File: src/rtl/gf64_pow_seq_if.sv
// ============================================================================
//  Module      : gf64_pow_seq_if
//  Description : Handshake bundle for the sequential GF(2^6) exponentiator.
//                Operand side : in_valid / in_ready / in_x / in_e
//                Result side  : out_valid / out_ready / out_y
//                Status       : busy (high while a computation is in flight
//                               or a result is waiting)
//                Modport master drives operands and result acceptance.
//                Modport slave is the exponentiator itself.
//  Revision    : 1.0 - initial release
// ============================================================================
`default_nettype none

interface gf64_pow_seq_if #(
  parameter int EXP_W = 6
) ();
  logic             in_valid;
  logic             in_ready;
  logic [5:0]       in_x;
  logic [EXP_W-1:0] in_e;
  logic             out_valid;
  logic             out_ready;
  logic [5:0]       out_y;
  logic             busy;

  modport master (
    output in_valid, in_x, in_e, out_ready,
    input  in_ready, out_valid, out_y, busy
  );

  modport slave (
    input  in_valid, in_x, in_e, out_ready,
    output in_ready, out_valid, out_y, busy
  );
endinterface

`default_nettype wire

File: src/rtl/gf64_pow_seq.sv
// ============================================================================
//  Module      : gf64_pow_seq
//  Description : Sequential GF(2^6) exponentiator, y = x^e, polynomial basis,
//                field polynomial z^6 + z + 1. MSB-first square-and-multiply,
//                one exponent bit per clock, constant latency of EXP_W cycles
//                from operand acceptance to out_valid.
//  Ports       : clk  - rising-edge clock
//                rst  - synchronous active-high reset
//                bus  - gf64_pow_seq_if.slave (operand/result handshakes,
//                       busy status)
//  Revision    : 1.0 - initial release
// ============================================================================
`default_nettype none

module gf64_pow_seq #(
  parameter int EXP_W = 6
) (
  input  wire logic      clk,
  input  wire logic      rst,
  gf64_pow_seq_if.slave  bus
);

  // Counter must hold EXP_W-1; keep at least one bit when EXP_W is 1.
  localparam int              CNT_W      = (EXP_W > 1) ? $clog2(EXP_W) : 1;
  localparam logic [CNT_W-1:0] c_cnt_init = CNT_W'(EXP_W - 1);
  // z^6 + z + 1, used to fold product bits 10..6 back into the field.
  localparam logic [10:0]     c_poly     = 11'b000_0100_0011;

  typedef enum logic [1:0] {
    S_IDLE = 2'd0,
    S_RUN  = 2'd1,
    S_DONE = 2'd2
  } state_t;

  state_t           state_q, state_d;
  logic [5:0]       x_q,     x_d;
  logic [EXP_W-1:0] e_q,     e_d;
  logic [5:0]       acc_q,   acc_d;
  logic [CNT_W-1:0] cnt_q,   cnt_d;
  logic [5:0]       out_y_q, out_y_d;

  logic [5:0]       w_sq;
  logic [5:0]       w_step;

  // Carry-less 6x6 product followed by reduction of bits 10..6, highest
  // first so that each fold can only disturb lower, not-yet-visited bits.
  function automatic logic [5:0] gf_mul(input logic [5:0] a, input logic [5:0] b);
    logic [10:0] p;
    p = '0;
    for (int k = 0; k < 6; k++) begin
      if (b[k]) p = p ^ (11'(a) << k);
    end
    for (int k = 10; k >= 6; k--) begin
      if (p[k]) p = p ^ (c_poly << (k - 6));
    end
    return p[5:0];
  endfunction

  // The exponent register is shifted left each step, so its MSB is always
  // the bit being consumed this cycle.
  assign w_sq   = gf_mul(acc_q, acc_q);
  assign w_step = e_q[EXP_W-1] ? gf_mul(w_sq, x_q) : w_sq;

  always_comb begin
    state_d = state_q;
    x_d     = x_q;
    e_d     = e_q;
    acc_d   = acc_q;
    cnt_d   = cnt_q;
    out_y_d = out_y_q;

    case (state_q)
      S_IDLE: begin
        if (bus.in_valid) begin
          x_d     = bus.in_x;
          e_d     = bus.in_e;
          acc_d   = 6'h01;
          cnt_d   = c_cnt_init;
          state_d = S_RUN;
        end
      end
      S_RUN: begin
        acc_d = w_step;
        e_d   = e_q << 1;
        cnt_d = cnt_q - CNT_W'(1);
        if (cnt_q == '0) begin
          out_y_d = w_step;
          state_d = S_DONE;
        end
      end
      S_DONE: begin
        if (bus.out_ready) state_d = S_IDLE;
      end
      default: state_d = S_IDLE;
    endcase
  end

  always_ff @(posedge clk) begin
    if (rst) begin
      state_q <= S_IDLE;
      x_q     <= '0;
      e_q     <= '0;
      acc_q   <= '0;
      cnt_q   <= '0;
      out_y_q <= '0;
    end else begin
      state_q <= state_d;
      x_q     <= x_d;
      e_q     <= e_d;
      acc_q   <= acc_d;
      cnt_q   <= cnt_d;
      out_y_q <= out_y_d;
    end
  end

  assign bus.in_ready  = (state_q == S_IDLE);
  assign bus.out_valid = (state_q == S_DONE);
  assign bus.busy      = (state_q != S_IDLE);
  assign bus.out_y     = out_y_q;

endmodule

`default_nettype wire

File: src/flat_wrapper.sv
// flat-port wrapper written by rule: the top's interface ports become plain ports
module gf64_pow_seq_flat 
#(
  parameter int EXP_W = 6
)
  (clk, rst, bus_in_valid, bus_in_x, bus_in_e, bus_out_ready, bus_in_ready, bus_out_valid, bus_out_y, bus_busy);
  gf64_pow_seq_if #(.EXP_W(EXP_W)) bus_i ();
  input  wire logic clk;
  input  wire logic rst;
  input wire logic [$bits(bus_i.in_valid)-1:0] bus_in_valid;
  input wire logic [$bits(bus_i.in_x)-1:0] bus_in_x;
  input wire logic [$bits(bus_i.in_e)-1:0] bus_in_e;
  input wire logic [$bits(bus_i.out_ready)-1:0] bus_out_ready;
  output wire logic [$bits(bus_i.in_ready)-1:0] bus_in_ready;
  output wire logic [$bits(bus_i.out_valid)-1:0] bus_out_valid;
  output wire logic [$bits(bus_i.out_y)-1:0] bus_out_y;
  output wire logic [$bits(bus_i.busy)-1:0] bus_busy;
  assign bus_i.in_valid = bus_in_valid;
  assign bus_i.in_x = bus_in_x;
  assign bus_i.in_e = bus_in_e;
  assign bus_i.out_ready = bus_out_ready;
  assign bus_in_ready = bus_i.in_ready;
  assign bus_out_valid = bus_i.out_valid;
  assign bus_out_y = bus_i.out_y;
  assign bus_busy = bus_i.busy;
  gf64_pow_seq #(.EXP_W(EXP_W)) u_core (.clk(clk), .rst(rst), .bus(bus_i));
endmodule
File: config.mk
export PLATFORM = sky130hd
export DESIGN_NAME = gf64_pow_seq_flat
export DESIGN_NICKNAME = d
export VERILOG_FILES = /design/src/rtl/gf64_pow_seq_if.sv /design/src/rtl/gf64_pow_seq.sv /design/src/flat_wrapper.sv
export SDC_FILE = /design/constraint.sdc
export NUM_CORES = 1
export LEC_CHECK = 0
export BUFFER_PORTS_ARGS = -buffer_cell sky130_fd_sc_hd__buf_4
export CAP_MARGIN = 25
export CORE_MARGIN = 4
export CORE_UTILIZATION = 60
export DETAILED_ROUTE_END_ITERATION = 8
export PLACE_DENSITY_LB_ADDON = 0.15
export SLEW_MARGIN = 20
export SYNTH_ARGS = -nofsm -noshare
export SYNTH_HDL_FRONTEND = slang
export SYNTH_SLANG_ARGS = --single-unit
File: constraint.sdc
create_clock -name clk -period 4.7 [get_ports clk]
set_input_delay 0.235 -clock clk [delete_from_list [all_inputs] [get_ports clk]]
set_output_delay 0.235 -clock clk [all_outputs]
set_load 0.05 [all_outputs]
Word-level counts from Yosys, hierarchy flattened
Cells that the tools add are included.
Word-level totals
  memories: 0
  input bits: 16
  RAM bits: 0
  output and inout bits: 9
  bits in latches: 0
  ROM bits: 0
  register bits: 29
Operators by class
  shifts and indexed selects: 0
  multiplexer cells: 33
  reduce and logical (&&, ||, !) cells: 8
  $add $sub $neg: 1
  eq/ne operators: 5
  multipliers: 0
  $lt $le $gt $ge: 0
  divide/modulo/power cells: 0
  bitwise logic cells: 20
Operators by type and width (count)
  two-way mux 11 bit: 10
  two-way mux 6 bit: 7
  one-hot mux 6 bit (2 select lines): 2
  XOR 11 x 10 -> 11 bit: 2
  XOR 11 bit: 2
  XOR 11 x 8 -> 11 bit: 2
  XOR 11 x 9 -> 11 bit: 2
  inverter 2 bit: 10
  XOR 11 x 7 -> 11 bit: 1
  two-way mux 2 bit: 5
  two-way mux 5 bit: 2
  two-way mux 3 bit: 3
  two-way mux 4 bit: 2
  XOR 6 x 7 -> 7 bit: 1
  one-hot mux 2 bit (3 select lines): 1
  one-hot mux 3 bit (2 select lines): 1
  AND reduction 2 bit: 3
  != test 2 bit, second input constant: 2
  nonzero test 2 bit: 2
  logical NOT 3 bit: 1
  AND reduction 3 bit: 1
  subtractor 3 x 1 -> 3 bit, second input constant: 1
  equality test 2 x 1 -> 1 bit, second input constant: 1
  equality test 2 bit, second input constant: 1
  2 further kinds: 2

Longest topological paths before layout
Gate-level depths: netlist (run 1).
  word-level depth: 44
  depth in mapped cells: 9
  mapped depth without buffers: 7

Least setup slack after synthesis (run 1)
No wires, ideal clock.
  path type: register -> register
  start: register u_core.acc_q[4]
  end: register u_core.out_y_q[2], in the netlist u_core.bus.out_y[2]
  required time: 4.636 ns
  data arrival time: 2.081 ns
  period minus slack after synthesis: 2.145 ns
  library setup time: 0.064 ns
  cell stages (with the launch flop): 8
  path buffers: 0
  slack: 2.555 ns
  cell sequence: dfxtp_1 -> mux2_4 -> a221oi_2 -> xor2_1 -> xnor3_1 -> mux2_4 -> a2bb2oi_1 -> nor2_2
Between the ends
  cells in the longest elaborated chain, start to end: 27
  elaborated cells on any way between the ends: 39
  those cells by class: mux: 22; bitwise: 17
Ends and longest elaborated chain
  from (decl): line gf64_pow_seq.sv:38  | logic [5:0] acc_q, acc_d;
  from (signal assigned): line gf64_pow_seq.sv:103  | acc_q <= '0;
  from (signal assigned): line gf64_pow_seq.sv:110  | acc_q <= acc_d;
  branches (longest 2 deep; another with XOR 11 x 8 -> 11 bit)
  two-way mux 11 bit (*): line gf64_pow_seq.sv:51  | if (b[k]) p = p ^ (11'(a) << k);
  two-way mux 6 bit: line gf64_pow_seq.sv:54  | if (p[k]) p = p ^ (c_poly << (k - 6));
  two-way mux 5 bit: line gf64_pow_seq.sv:54
  inverter 2 bit (no line) or two-way mux 4 bit (tied branches)
  two-way mux 4 bit or inverter 2 bit (tied branches)
  inverter 2 bit (no line) or two-way mux 3 bit (tied branches)
  two-way mux 3 bit or inverter 2 bit (tied branches)
  [... 10 more ...]
  two-way mux 11 bit: line gf64_pow_seq.sv:51
  two-way mux 6 bit: line gf64_pow_seq.sv:54
  two-way mux 5 bit: line gf64_pow_seq.sv:54
  inverter 2 bit (no line)
  two-way mux 4 bit: line gf64_pow_seq.sv:54
  inverter 2 bit (no line)
  two-way mux 3 bit: line gf64_pow_seq.sv:54
  two-way mux 6 bit (*): line gf64_pow_seq.sv:62  | assign w_step = e_q[EXP_W-1] ? gf_mul(w_sq, x_q) : w_sq;
  to (signal assigned): line gf64_pow_seq.sv:112  | out_y_q <= out_y_d;
  to (decl): line gf64_pow_seq.sv:40  | logic [5:0] out_y_q, out_y_d;
Every way passes the cells marked *.
A chain may end at the register's enable or synchronous reset.

Final worst setup path (run 1)
  start: register u_core.acc_q[5]
  end: register u_core.out_y_q[2], in the netlist u_core.bus.out_y[2]
Between the ends
  cells in the longest elaborated chain, start to end: 28
  elaborated cells on any way between the ends: 39
  those cells by class: mux: 22; bitwise: 17
Ends and longest elaborated chain (line)
  XOR 11 x 7 -> 11 bit or XOR 11 x 8 -> 11 bit (tied branches): gf64_pow_seq.sv:51
  two-way mux 11 bit: gf64_pow_seq.sv:51
  XOR 11 x 8 -> 11 bit or XOR 11 x 9 -> 11 bit (tied branches): gf64_pow_seq.sv:51
  two-way mux 11 bit: gf64_pow_seq.sv:51
  XOR 11 x 9 -> 11 bit or XOR 11 x 10 -> 11 bit (tied branches): gf64_pow_seq.sv:51
  two-way mux 11 bit: gf64_pow_seq.sv:51
  XOR 11 x 10 -> 11 bit or XOR 11 bit (tied branches): gf64_pow_seq.sv:51
  two-way mux 11 bit: gf64_pow_seq.sv:51
  [... 12 more ...]
  two-way mux 11 bit: gf64_pow_seq.sv:51
  two-way mux 6 bit: gf64_pow_seq.sv:54
  two-way mux 5 bit: gf64_pow_seq.sv:54
  inverter 2 bit (no line)
  two-way mux 4 bit: gf64_pow_seq.sv:54
  inverter 2 bit (no line)
  two-way mux 3 bit: gf64_pow_seq.sv:54
  two-way mux 6 bit (*): gf64_pow_seq.sv:62
Every way passes the cells marked *; elsewhere a longest branch is shown, timed or not.

==> impl_metrics.ini, run 1 <==
[clocking]
root_buffer = clkbuf_4
clock-sinks = 29
clkTransAtPathRegs_ns = 0.10
postCtsSetupRepairBufs = 0
holdBufCountCts = 0
cts_resized = 0
clockBufferDepth = 2
cts_tree = built
htree_levels = 2
clk_latency_ns = 0.33
numCtsBuffers = 5

[synthesis]
synth_edf_count = 0
postSynth.asyncResetShare_pct = 0
synth_seq_area_share_pct = 28.2
netlist_area_um2 = 2060
synth_cell_type_count = 50
ys_warn_count = 0
synth-seq-cells = 29
synthCells = 253
ys.flop_type = dfxtp_1
syn_avg_cell_area_um2 = 8.15
syn-num-nets = 271

[critical_path]
crit_type = reg2reg
startpoint_type = register
cp.required_ns = 4.97
critPathArrivalTime_ns = 2.98
worstPathMaxFanout = 20
end_kind = register

[drt]
wl_per_cell_um = 14.1
vias = 1738
via_per_inst = 5.62
routed_wl_um = 4370
drt-pass1-iter-count = 4
drtAntennaViolNets = 0
drt_iter0_markers = 94
drc = 0

[final_layout]
num_antenna_cells = 0
mostFrequentLayoutCell = nand2_1
fin_cells = 309
area_delta_synth_final_pct = 9.10
fin_area_um2 = 2250
postLayoutCoreUtil_pct = 67.4
drive_above_1_share_pct = 18.3
mostFrequentLayoutCells = nand2_1, dfxtp_1, buf_4
layout.nets = 280

[die]
ios = 25
rows = 21
dieWidth_um = 66.6
die_area_um2 = 4440
die_y_um = 66.6
core_um2 = 3340
start_util_pct = 61.8

[placement]
gp_congestion = 0.882
dp.final_hpwl_um = 3180
placed_cell_area_um2 = 2200
dp.cells = 301
port_buffers = 24

[sta]
tightest_slew_ns = 0.790
finalCritPeriodShare_pct = 57.7
finClkSkew_ns = 0.0157
grt_setup_unrepaired = no
setup_viol = 0
hold_violations = 0
max_freq_mhz = 369
hold-worst-slack_ns = 0.135
drv_slew = 0
fin_crit_ns = 2.71
max-slew-margin-rel_pct = 47.3
fin_setup_tns_ns = 0

[outcome]
status = completed

[power_and_ir_drop]
ir_drop_uv = 181
power_density_nw_per_um2 = 255
leakage_nw = 0.915

[grt]
grt-ovfl-total = 0
grt_max_degree = 30
antenna_found_initial = 0
grt_pass1_wl_um = 7780
grt_pass1_vias = 1664
gr-usage-all-layers_pct = 22.8

[min_path]
min_path_type = in2reg

[run]
max_cap_viol_count = 0
-- kinds of logic after synthesis --
logic type               Yosys count  synth area share (%)
flip-flops                        29                  28.2
AO/OA/AOI/OAI                     50                  18.1
AND/OR/NAND/NOR                  105                  23.2
multiplexers                      15                  8.43
buffers and inverters             28                  6.01
XOR/XNOR                          24                  14.9
adder cells (fa/ha/maj)            2                  1.21
-- per-stage QoR --
stage / power [mW] / worst slack, ns
after floorplan: 0.399 / 2.55
after global placement: 0.435 / 2.06
after detailed placement: 0.437 / 2.04
after CTS: 0.577 / 2.00
after global routing: 0.607 / 1.77
final: 0.574 / 1.99
-- flip-flops by register name (all words and copies together), names as in the netlist --
register,cells
u_core.state_q,2
u_core.bus.out_y,6
u_core.cnt_q,3
u_core.acc_q,6
u_core.x_q,6
u_core.e_q,6
-- worst max-delay path, stage by stage (launching register included) --
cell       delay [ns]
dfxtp_1          0.85
mux2_1           0.40
a221oi_2         0.27
xor2_1           0.31
xnor3_1          0.29
mux2_4           0.32
a2bb2oi_1        0.15
nor2_2           0.07
-- metal layers --
metal  wire length, um  part of all wire, %  vias up  track usage [%]
li1                  -                    -      882                -
met1              2100                   48      821             30.4
met2              2060                   47       27             36.9
met3               162                  3.7        8             4.55
met4                51                  1.2        0             6.85
met5                 0                    0        -                0
-- power by group --
group          internal, mW  switching [mW]  leakage, nW
logic                0.0558          0.0818        0.646
registers             0.264          0.0290        0.238
clock network        0.0568          0.0858       0.0320
-- cells in the mapped netlist (2+ instances only) --
library cell | number | area share, %
mux2i_1 | 5 | 2.4
o221ai_1 | 2 | 0.85
or2_2 | 2 | 0.61
nor3_1 | 2 | 0.49
clkbuf_1 | 11 | 2.0
dfxtp_1 | 29 | 28
o21ai_0 | 6 | 1.5
ha_1 | 2 | 1.2
inv_1 | 6 | 1.1
a21oi_1 | 17 | 4.1
xnor2_1 | 10 | 4.2
o22ai_1 | 2 | 0.61
mux2_4 | 3 | 2.2
a311oi_1 | 8 | 3.4
mux2_2 | 4 | 2.2
nand2_1 | 58 | 11
and2_1 | 2 | 0.61
nor4bb_1 | 2 | 0.97
nand3_1 | 2 | 0.49
a221oi_2 | 2 | 1.5
a22oi_1 | 2 | 0.73
buf_2 | 9 | 2.2
nor2_1 | 20 | 3.6
xor2_1 | 7 | 3.0
xnor3_1 | 4 | 4.4
nand2b_1 | 5 | 1.5
mux2_1 | 3 | 1.6
nor2b_1 | 6 | 1.8
-- layout make-up --
cell class / instances / area (um2)
clock inverter: 2 / 10.0
inverter: 6 / 22.5
sequential: 29 / 581
clock buffer: 6 / 41.3
timing repair buffer: 24 / 180
fill: 323 / 1090
tap: 46 / 57.6
multi-input combinational: 196 / 1360
-- final timing paths --
kind	startpoint	endpoint	slack (ns)	cells after the start
max	u_core.acc_q[5]	u_core.bus.out_y[2]	1.99	7
max reg2reg	u_core.acc_q[5]	u_core.bus.out_y[2]	1.99	7
min reg2reg	u_core.bus.out_y[0]	u_core.bus.out_y[0]	0.46	2
min	bus_in_x[4]	u_core.x_q[4]	0.14	3
Power figures use the tool's default switching activity.
==> run 2: changes to the inputs <==
Settings changed: CORE_UTILIZATION 60 to 58.
Clock period 4.7 ns to 2.5 ns, I/O delays scaled along.
==> impl_metrics.ini, run 2 (same netlist as run 1, synthesis figures left out) <==
[critical_path]
crit_type = reg2reg
end_kind = register
startpoint = u_core.acc_q[5]
critPathArrivalTime_ns = 2.52
crit_slowest_cell = dfxtp_1
r2r_end = u_core.acc_q[4]
crit_cells = 7
crit_family = XOR/XNOR gates
crit_path_end = u_core.acc_q[4]
critical_path.cell_chain = xor2_1 -> nand2_1 -> xnor2_1 -> xnor2_1 -> xor2_1 -> nand3_1 -> a311oi_1
cp.required_ns = 2.69
rr_startpoint = u_core.acc_q[5]
critical_path_buf_inv_count = 0
max_stage_delay_ns = 0.50
rrSetupSlack_ns = 0.17
startpoint_type = register
worstPathMaxFanout = 7
rr_worst_depth = 7

[final_layout]
num_antenna_cells = 0
fin_cells = 321
fin_area_um2 = 2350
area_delta_synth_final_pct = 14.1
mostFrequentLayoutCells = nand2_1, buf_4, dfxtp_1
postLayoutCoreUtil_pct = 69.4
mostFrequentLayoutCell = nand2_1
drive_above_1_share_pct = 22.2
multi_input_area_um2 = 1360
layout.nets = 293
regArea_um2 = 582
fillers = 290

[die]
ios = 25
dieWidth_um = 67.6
die_area_um2 = 4570
start_util_pct = 60.8
die_y_um = 67.6
core_um2 = 3390
rows = 21

[clocking]
htree_levels = 2
numCtsBuffers = 5
root_buffer = clkbuf_4
cts_tree = built
clk_latency_ns = 0.33
clock-sinks = 29
postCtsSetupRepairBufs = 0
clockBufferDepth = 2
clkTransAtPathRegs_ns = 0.10

[outcome]
status = completed

[sta]
finalCritPeriodShare_pct = 93.2
setup_viol = 0
hold_violations = 0
max-slew-margin-rel_pct = 46.0
max_freq_mhz = 429
worst_slack_ns = 0.170
tightest_slew_ns = 0.806
grt_setup_unrepaired = no
fin_setup_tns_ns = 0
drv_slew = 0
fin_crit_ns = 2.33
hold-worst-slack_ns = 0.0419
finClkSkew_ns = 0.00958

[placement]
dp.cells = 314
placed_cell_area_um2 = 2300
dpl_worst_slack_ns = 0.162
port_buffers = 24
dp.final_hpwl_um = 3410
gp_congestion = 0.894

[grt]
grt-ovfl-total = 0
grt_pass1_wl_um = 7730
antenna_found_initial = 0
grt_pass1_vias = 1689
grt_max_degree = 30
gr-usage-all-layers_pct = 22.5

[power_and_ir_drop]
leakage_nw = 0.985
power_density_nw_per_um2 = 476
p_comb_share_pct = 26.3
power_mw = 1.12
p_clk_share_pct = 26.1
p_sw_share_pct = 33.3
seqPwrFrac_pct = 47.7
p_sw_mw = 0.372
p_int_mw = 0.746
ir_drop_uv = 379

[run]
max_cap_viol_count = 0

[drt]
drtAntennaViolNets = 0
drt_iter0_markers = 172
routed_wl_um = 4520
vias = 1833
via_per_inst = 5.71
wl_per_cell_um = 14.1
drc = 0
drt-pass1-iter-count = 4

[min_path]
min_path_type = in2reg
-- run 2: per-layer routing --
metal / part of all wire [%] / GRT usage, % / wire (um)
met3: 5.9 / 4.49 / 265
met4: 1.4 / 7.85 / 61
met2: 46 / 35.0 / 2100
met1: 46 / 30.7 / 2090
met5: 0 / 0 / 0
-- run 2: worst reg2reg max path: stages, from the launching register on --
cell      delay, ns
dfxtp_1        0.50
xor2_1         0.35
nand2_1        0.14
xnor2_1        0.16
xnor2_1        0.34
xor2_1         0.19
nand3_1        0.11
a311oi_1       0.41
-- run 2: final cells by class --
class / count / area share [%]
multi-input cells: 196 / 57.7
flip-flops and latches: 29 / 24.7
repair buffers: 37 / 11.8
well taps: 46 / 2.45
clock buffers: 7 / 2.34
inverters: 6 / 0.957
-- run 2: power by group through the flow --
stage	Sequential (mW)	Combinational [mW]	Clock (mW)
global route	0.539	0.321	0.319
detailed placement	0.544	0.293	0
finish	0.533	0.294	0.292
CTS	0.533	0.294	0.298
global placement	0.542	0.289	0
floorplan	0.545	0.205	0
-- run 2: worst min-delay path by stage --
stage / endpoint / from / slack (ns) / cells past startpoint
5_1_grt: u_core.e_q[0] / bus_in_e[0] / 0.03 / 3
3_5_place_dp: u_core.x_q[2] / bus_in_x[2] / 0.38 / 3
4_1_cts: u_core.e_q[0] / bus_in_e[0] / 0.03 / 3
3_3_place_gp: u_core.e_q[0] / bus_in_e[0] / 0.36 / 3
2_1_floorplan: u_core.x_q[1] / bus_in_x[1] / 0.26 / 2
6_report: u_core.x_q[2] / bus_in_x[2] / 0.04 / 3
-- run 2: timing repair --
| item | 4_1_cts | 5_1_grt |
|---|---|---|
| hold endpoints to repair | 0 | 0 |
| hold buffers | 0 | 0 |
| endpoints found under the setup margin | 0 | 2 |
| resized for setup | 0 | 1 |
==> run 3: changes to the inputs <==
Settings changed: PLACE_DENSITY from default to 0.8, PLACE_DENSITY_LB_ADDON 0.15 to default.
==> impl_metrics.ini, run 3 (same netlist as run 1, synthesis figures left out) <==
[outcome]
status = completed

[sta]
hold_violations = 0
grt_setup_unrepaired = no
tightest_slew_ns = 0.786
max_freq_mhz = 410
finClkSkew_ns = 0.00764
fin_setup_tns_ns = 0
fin_crit_ns = 2.44
max-slew-margin-rel_pct = 47.4
hold-worst-slack_ns = 0.0443
drv_slew = 0
setup_viol = 0
finalCritPeriodShare_pct = 97.5

[placement]
dp.cells = 313
port_buffers = 24
gp_congestion = 0.898
dp.final_hpwl_um = 3290

[critical_path]
crit_slowest_cell = xnor3_1
worstPathMaxFanout = 4
rrSetupSlack_ns = 0.06
startpoint_type = register
critical_path.cell_chain = mux2_4 -> a221oi_2 -> xor2_1 -> xnor3_1 -> mux2_4 -> a2bb2oi_1 -> nor2_2
rr_startpoint = u_core.acc_q[4]
rr_worst_depth = 7
r2r_end = u_core.bus.out_y[2]
critPathArrivalTime_ns = 2.70
startpoint = u_core.acc_q[4]
max_stage_delay_ns = 0.47
cp.required_ns = 2.77
critical_path.most_common_cell = mux2_4
crit_path_end = u_core.bus.out_y[2]
end_kind = register
crit_type = reg2reg

[power_and_ir_drop]
p_clk_share_pct = 32.4
p_int_mw = 0.854
leakage_nw = 0.994
p_comb_share_pct = 23.9
p_sw_share_pct = 30.6
seqPwrFrac_pct = 43.6
p_sw_mw = 0.376
power_density_nw_per_um2 = 518
ir_drop_uv = 310

[drt]
drt-pass1-iter-count = 4
routed_wl_um = 4530
drtAntennaViolNets = 0
via_per_inst = 5.50
vias = 1765
wl_per_cell_um = 14.1
drc = 0
drt_iter0_markers = 128

[die]
dieWidth_um = 67.6
ios = 25
die_area_um2 = 4570
die_y_um = 67.6
rows = 21
start_util_pct = 60.8
core_um2 = 3390

[final_layout]
regArea_um2 = 583
multi_input_area_um2 = 1360
mostFrequentLayoutCells = nand2_1, buf_4, dfxtp_1
drive_above_1_share_pct = 22.5
mostFrequentLayoutCell = nand2_1
layout.nets = 292
area_delta_synth_final_pct = 15.2
num_antenna_cells = 0
fin_cells = 321
fillers = 265

[run]
max_cap_viol_count = 0

[clocking]
numCtsBuffers = 5
cts_tree = built
holdBufCountCts = 0
clk_latency_ns = 0.32
clkTransAtPathRegs_ns = 0.09
clock-sinks = 29
root_buffer = clkbuf_4
htree_levels = 2
clockBufferDepth = 2

[grt]
grt_max_degree = 30
grt-ovfl-total = 0
grt_pass1_wl_um = 7780
gr-usage-all-layers_pct = 22.6
grt_pass1_vias = 1586
antenna_found_initial = 0

[min_path]
min_from = bus_in_x[3]
min_path_type = in2reg
[run 3: changes by cell type in the layout (fill, tap and decap cells not counted), sizes merged]
cell	change
bufinv	+1
buf	-1
[run 3: how the worst min path moves through the flow]
stage | to | slack, ns | cells after the start
floorplan | u_core.x_q[1] | 0.26 | 2
global placement | u_core.e_q[0] | 0.37 | 3
detailed placement | u_core.e_q[0] | 0.38 | 3
CTS | u_core.x_q[3] | 0.03 | 3
global route | u_core.x_q[3] | 0.03 | 3
finish | u_core.x_q[3] | 0.04 | 3
[run 3: area by class of cell]
type	count	area share, %
clock inverter	1	1.26
clock buffer	7	2.32
timing repair buffer	36	11.4
multi-input combinational	196	57.1
inverter	6	0.948
sequential	29	24.5
tap	46	2.42
[run 3: power by group through the flow]
| stage | registers [mW] | logic [mW] | clock network [mW] |
|---|---|---|---|
| 5_1_grt | 0.542 | 0.322 | 0.441 |
| 4_1_cts | 0.535 | 0.294 | 0.412 |
| 3_5_place_dp | 0.546 | 0.293 | 0 |
| 6_report | 0.536 | 0.295 | 0.399 |
| 3_3_place_gp | 0.545 | 0.289 | 0 |
| 2_1_floorplan | 0.545 | 0.205 | 0 |
[run 3: worst max-delay path, delay by kind of cell, from the launching register on]
kind / cells / cell delay [ns]
DFF: 1 / 0.44
muxes: 2 / 0.64
and+or+nand+nor: 1 / 0.08
xor gates and xnor gates: 2 / 0.75
AOI/OAI and AO/OA: 2 / 0.46
[run 3: stage by stage]
| stage | power [mW] | worst slack [ns] | cell area (um2) | util (%) |
|---|---|---|---|---|
| 6_report | 1.23 | 0.0624 | 2380 | 70.1 |
| 5_1_grt | 1.30 | 0.00500 | 2380 | 70.1 |
| 4_1_cts | 1.24 | 0.0491 | 2370 | 70.0 |
| 3_5_place_dp | 0.839 | 0.105 | 2290 | 67.5 |
| 3_3_place_gp | 0.834 | 0.168 | 2290 | 67.5 |
| 2_1_floorplan | 0.750 | 0.355 | 2060 | - |
[run 3: per-layer routing]
metal  track usage, %  share of wire, %
met2             34.3                45
met1             31.7                49
met3             4.99               4.7
met4             7.09               1.1
met5                0                 0
[run 3: timing repair]
action,4_1_cts,5_1_grt
endpoints found under the setup margin,0,8
buffers inserted,0,0
gates resized for setup,0,2
